$ cat config.mk
export PLATFORM = sky130hd
export DESIGN_NAME = mem_arbiter
export DESIGN_NICKNAME = d
export VERILOG_FILES = /design/src/rtl/mem_arb_pkg.sv /design/src/rtl/arb_pick.sv /design/src/rtl/mem_arbiter.sv
export SDC_FILE = /design/constraint.sdc
export NUM_CORES = 1
export LEC_CHECK = 0
export ABC_AREA = 1
export CAP_MARGIN = 0
export CORE_MARGIN = 10
export CORE_UTILIZATION = 60
export DETAILED_ROUTE_END_ITERATION = 12
export PLACE_DENSITY = 0.76
export SLEW_MARGIN = 20
export SYNTH_ARGS = -nofsm -noshare
export SYNTH_HDL_FRONTEND = slang
export SYNTH_SLANG_ARGS = --single-unit
$ cat constraint.sdc
create_clock -name Clock -period 2.85 [get_ports Clock]
set_clock_uncertainty 0.2 [all_clocks]
set_input_delay 0.285 -clock Clock [delete_from_list [all_inputs] [get_ports Clock]]
set_output_delay 0.285 -clock Clock [all_outputs]
set_load 0.02 [all_outputs]
$ cat src/rtl/mem_arb_pkg.sv
// Shared constants for the data-memory arbiter: FSM encodings, port indices, default sizes.
package mem_arb_pkg;

  localparam int DATA_W_DEF = 16;
  localparam int ADDR_W_DEF = 4;

  typedef logic [1:0] state_t;

  localparam state_t ST_IDLE   = 2'd0;
  localparam state_t ST_ACCESS = 2'd1;
  localparam state_t ST_RESP   = 2'd2;

  localparam logic PORT0 = 1'b0;
  localparam logic PORT1 = 1'b1;

endpackage

$ cat src/rtl/arb_pick.sv
// Two-way request picker. MEM_ARB_RR_EN selects round-robin on ties; otherwise port 0 has fixed priority.
module arb_pick
  import mem_arb_pkg::*;
(
  input  logic req0,
  input  logic req1,
  input  logic last,
  output logic winner
);

  // Winner selection; with no request the previous grant is simply echoed back.
  always_comb begin
    winner = last;
`ifdef MEM_ARB_RR_EN
    if (req0 && req1) begin
      winner = ~last;
    end else if (req0) begin
      winner = PORT0;
    end else if (req1) begin
      winner = PORT1;
    end else begin
      winner = last;
    end
`else
    if (req0) begin
      winner = PORT0;
    end else if (req1) begin
      winner = PORT1;
    end else begin
      winner = last;
    end
`endif
  end

endmodule

$ cat src/rtl/mem_arbiter.sv
// Data memory shared by the core (port 0) and the loader/debug port (port 1); one access per 3 cycles.
// Tie-breaking is round-robin when MEM_ARB_RR_EN is defined, fixed port-0 priority otherwise.
module mem_arbiter
  import mem_arb_pkg::*;
#(
  parameter int DATA_W = DATA_W_DEF,
  parameter int ADDR_W = ADDR_W_DEF
) (
  input  logic              Clock,
  input  logic              Resetn,
  input  logic              req0,
  input  logic              req1,
  input  logic              we0,
  input  logic              we1,
  input  logic [ADDR_W-1:0] addr0,
  input  logic [ADDR_W-1:0] addr1,
  input  logic [DATA_W-1:0] wdata0,
  input  logic [DATA_W-1:0] wdata1,
  output logic              gnt0,
  output logic              gnt1,
  output logic              done0,
  output logic              done1,
  output logic [DATA_W-1:0] rdata
);

  logic [DATA_W-1:0] mem_r [0:(2**ADDR_W)-1];

  state_t            state_r;
  logic              last_r;
  logic              sel_r;
  logic              we_r;
  logic [ADDR_W-1:0] addr_r;
  logic [DATA_W-1:0] wdata_r;
  logic              gnt0_r, gnt1_r, done0_r, done1_r;
  logic [DATA_W-1:0] rdata_r;

  logic              winner_s;
  logic              any_req_s;
  logic              req_we_s;
  logic [ADDR_W-1:0] req_addr_s;
  logic [DATA_W-1:0] req_wdata_s;

  arb_pick u_pick (
    .req0   (req0),
    .req1   (req1),
    .last   (last_r),
    .winner (winner_s)
  );

  // Route the winning port's command toward the capture registers.
  always_comb begin
    any_req_s   = req0 | req1;
    req_we_s    = we0;
    req_addr_s  = addr0;
    req_wdata_s = wdata0;
    if (winner_s == PORT1) begin
      req_we_s    = we1;
      req_addr_s  = addr1;
      req_wdata_s = wdata1;
    end else begin
      req_we_s    = we0;
      req_addr_s  = addr0;
      req_wdata_s = wdata0;
    end
  end

  // Arbitration FSM: capture in IDLE, access in ACCESS, completion pulse in RESP.
  always_ff @(posedge Clock) begin
    if (!Resetn) begin
      state_r <= ST_IDLE;
      last_r  <= PORT1;
      gnt0_r  <= 1'b0;
      gnt1_r  <= 1'b0;
      done0_r <= 1'b0;
      done1_r <= 1'b0;
      rdata_r <= {DATA_W{1'b0}};
    end else begin
      gnt0_r  <= 1'b0;
      gnt1_r  <= 1'b0;
      done0_r <= 1'b0;
      done1_r <= 1'b0;
      case (state_r)
        ST_IDLE: begin
          if (any_req_s) begin
            sel_r   <= winner_s;
            we_r    <= req_we_s;
            addr_r  <= req_addr_s;
            wdata_r <= req_wdata_s;
            last_r  <= winner_s;
            gnt0_r  <= (winner_s == PORT0);
            gnt1_r  <= (winner_s == PORT1);
            state_r <= ST_ACCESS;
          end else begin
            state_r <= ST_IDLE;
          end
        end
        ST_ACCESS: begin
          if (!we_r) begin
            rdata_r <= mem_r[addr_r];
          end
          done0_r <= (sel_r == PORT0);
          done1_r <= (sel_r == PORT1);
          state_r <= ST_RESP;
        end
        ST_RESP: begin
          state_r <= ST_IDLE;
        end
        default: begin
          state_r <= ST_IDLE;
        end
      endcase
    end
  end

  // Memory is never cleared; a reset landing on the ACCESS edge drops the pending store.
  always_ff @(posedge Clock) begin
    if (Resetn && (state_r == ST_ACCESS) && we_r) begin
      mem_r[addr_r] <= wdata_r;
    end
  end

  assign gnt0  = gnt0_r;
  assign gnt1  = gnt1_r;
  assign done0 = done0_r;
  assign done1 = done1_r;
  assign rdata = rdata_r;

endmodule

Word-level counts from Yosys, hierarchy flattened

Memories as Yosys holds them, arrays and structs flattened. A register that Yosys moved wholly into a read port is not among the register bits.
Index checks and enable logic that the tools add are counted.

Output and inout port bits: 20
Latch bits: 0
Memories: 1
Bits of input ports: 46
Memory bits (writable): 256
Register bits after elaboration: 29
Word-level logic and storage cells: 33
Memory bits (read-only): 0

$add $sub $neg: 0
Shift operators: 0
Bitwise gates (word level): 4
Multipliers: 0
Divide/modulo/power cells: 0
$lt $le $gt $ge: 0
Reductions and logical operators: 8
Multiplexer cells: 9
Eq/ne operators: 1

Memories:

| memory | depth | bits a word | read ports | clocked after Yosys merged registers in | wr ports | RTL line          | source |
|---|---|---|---|---|---|---|---|
| mem_r  | 16    | 16          | 1          | 1                                       | 1        | mem_arbiter.sv:26 | `logic [DATA_W-1:0] mem_r [0:(2**ADDR_W)-1];` |

Operator list:

| operator                                             | count |
|---|---|
| two-way mux 16 bit                                   | 1 |
| two-way mux 1 bit                                    | 6 |
| AND reduction 2 bit                                  | 3 |
| two-way mux 4 bit                                    | 1 |
| one-hot mux 2 bit (2 select lines)                   | 1 |
| NOT 1 bit                                            | 3 |
| AND reduction 3 bit                                  | 1 |
| equality test 2 x 1 -> 1 bit (second input constant) | 1 |
| logical AND 1 bit                                    | 2 |
| logical NOT 2 bit                                    | 1 |
| logical NOT 1 bit                                    | 1 |
| bitwise OR 1 bit                                     | 1 |

Longest topological paths before layout

Word-level depth: 5
Depth in mapped cells: 12

Cells and area by module

A second synthesis with hierarchy kept.

Cells, all modules: 1132
Area, all modules: 12244.2 µm²

By module, submodules not included:

| module      | area an instance (µm²) | times used | cells an instance |
|---|---|---|---|
| mem_arbiter | 12236.7                | 1          | 1130 |
| arb_pick    | 7.5                    | 1          | 2 |

Least setup slack after synthesis

Ideal clock, no wire load.

Path kind: register to register
Start: register addr_r[2]
End: memory mem_r[0][0] (netlist name), enable pin
Clock period less this slack: 2.399 ns
Arrival: 1.811 ns
Setup slack: 0.451 ns
Setup time: 0.388 ns
Stages on the path, launching flop included: 5
Cells stage by stage: edfxtp_1 nor2_2 clkbuf_1 inv_1 nor2_1

RTL lines:

| what                   | RTL line          | source |
|---|---|---|
| start, declared        | mem_arbiter.sv:32 | `logic [ADDR_W-1:0] addr_r;` |
| start signal, assigned | mem_arbiter.sv:87 | `addr_r <= req_addr_s;` |
| end, declared          | mem_arbiter.sv:26 |  |

Straight into the memory's write port.

==> results.md <==
- Outcome: complete, no violations
- Post-Route WL: 28.7 mm
- Power Density: 688 nW/um2
- CTS tree: yes
- Leak: 5.62 nW
- CTS resizes: 0
- Vias/cell: 5.49
- Initial core utilization: 60.7%
- Crit path max fanout: 55
- Routed vias: 8,246
- Site Rows: 52
- Clock tree buffer depth: 3
- Hold Path Stages: 3
- Antenna Nets Post-Route: 0
- Worst-margin pin slew: 0.824 ns
- Yosys warning count: 0
- Avg Inst Size Synth: 10.8 um2
- FMAX: 396 MHz
- I/O Pins: 66
- Flop-to-flop setup slack: 0.33 ns
- Area of the mapped netlist: 12,300 um2
- Post-DP Area: 13,300 um2
- Drt drc: 0
- Tot GR Track Use: 21.5%
- Skew-Pair Late Insertion Delay: 0.55 ns
- Routability congestion estimate from global placement: 0.877
- Dpl hpwl: 18.0 mm
- Worst setup EP type: flop
- Core ar.: 20,200 um2
- Worst endpoint required time: 3.14 ns
- Hold slack: 0.130 ns
- Nature of the critical path startpoint: flop
- Largest net degree at the start of global routing: 75
- Setup TNS: 0 ns
- Synth Register Bits: 301
- Setup CP Type: flop to flop
- Clock Sinks: 301
- Area contributors post-synth: edfxtp_1, nand2_1, dfxtp_1
- Asr flop ratio synth: 0%
- Min Clock Period, post-route: 2.52 ns
- Hold Vio Cnt, Final: 0
- Post-synthesis cell count: 1,134
- Synth top cells by count: nand2_1, edfxtp_1, nand3_1, nor2_1, dfxtp_1
- Synth area leader: edfxtp_1
- Routed WL per cell: 19.1 um
- Clock root cell: clkbuf_16
- TritonRoute pass-1 iters: 6
- Layout area overhead: 16.8%
- Post-synth cell types: 20
- Vias in the first global route: 8,011
- PortBufs: 65
- Max-slew headroom: 45.0%
- Post-CTS Setup Inserts: 0
- Share of layout cells above drive strength 1: 8.77%
- Worst min path class: primary input to flop
- Cells on worst reg2reg path: 9
- Period Utilization, post-route: 88.5%
- Finished layout cell area: 14,300 um2
- Clock-pin slew on the worst setup and hold paths: 0.06 ns
- Cts bufs inserted: 29
- First-pass GRT wire length: 44.2 mm
- Post-synth EDFFs: 278
- Final slew viol count: 0
- Crit path DAT: 2.82 ns
- Ant diodes: 0
- Initial antenna violation count: 0
- Synthesized Nets: 1,180
- Most frequent cell after synthesis: nand2_1
- Hold Buf Count CTS: 0
- Final setup viols: 0
- Main synth FF type: edfxtp_1
- Final core utilization: 71.0%
- Die Y: 163 um
- VDD IR max: 403 uV
- Number of max-cap violations: 0
- 1st-iter DRT viols: 858
- Die W: 163 um
- Nets: 1,255
- GR Overflow Total: 0
- RSZ-0062 raised after global routing: false
- Post-synthesis sequential area ratio: 71.9%
- Synth top area share: 68.1%
- Total die area: 26,500 um2
- Htree depth: 1
## final timing paths
kind | from | to
setup / recovery | addr_r[0] | rdata[9]
hold / removal | Resetn | state_r[1]
setup reg to reg | addr_r[0] | rdata[9]
hold reg to reg | last_r | last_r
## kinds of logic after synthesis
family                 after synthesis  synth area share, %
DFF                                301                 71.9
AOI/OAI and AO/OA                   18                0.746
buffers and inverters               77                 3.39
and+or+nand+nor                    738                 24.0
## power by group
| group | internal (mW) | switching [mW] | total [mW] | leakage (nW) |
|---|---|---|---|---|
| clock | 2.55 | 1.59 | 4.14 | 0.506 |
| sequential | 4.91 | 0.128 | 5.04 | 2.70 |
| combinational | 0.234 | 0.434 | 0.668 | 2.42 |
## worst max-delay path: stages (launching register included)
cell and delay (ns):
edfxtp_1 0.82, buf_4 0.61, nand2_1 0.15, nand2_1 0.11
nand2_1 0.06, nand2_1 0.08, nand2_1 0.10, nand3_1 0.18
nor2_1 0.06, nor2_1 0.08
## cells in the final DEF, fill, tap and decap left out, types with 2 or more instances in the layout
master,n
buf_12,3
buf_4,35
bufinv_16,7
clkbuf_1,2
clkbuf_16,29
clkbuf_8,2
clkdlybuf4s50_1,65
clkinv_1,5
clkinv_2,4
clkinvlp_4,3
dfxtp_1,23
edfxtp_1,278
inv_1,16
nand2_1,577
nand3_1,85
nand4_1,16
nor2_1,39
nor2_2,19
o21ai_0,16
## state kept, by name, summed over array words and instances (netlist names)
name	flops
state_r	2
done0	1
we_r	1
last_r	1
addr_r	4
sel_r	1
mem_r	256
wdata_r	16
gnt0	1
done1	1
gnt1	1
rdata	16
## through the flow
step | setup WS (ns) | power [mW] | cells
after global placement | 0.298 | 5.77 | 1448
after detailed placement | 0.265 | 5.78 | 1448
after floorplan | 0.451 | 5.49 | 1134
after CTS | 0.326 | 9.88 | 1502
after global routing | 0.157 | 10.1 | 1502
final | 0.328 | 9.84 | 1502
## layer usage
metal  share of wire, %  routed length [um]  up-vias  GRT usage [%]
li1                   -                   -     3923              -
met1                 40               11500     3836           27.9
met2                 47               13500      414           35.3
met3                9.1                2610       73           3.84
met4                3.8                1080        0           8.65
met5                  0                   0        -              0
## cell type report
class                      count  area [um2]
tap                          270         338
timing repair buffer         103         973
multi-input combinational    756        3070
clock buffer                  33         761
fill                        1389        5860
clock inverter                21         289
inverter                      18        70.1
sequential                   301        8810
Note: power is estimated with default switching activity, not from simulation.
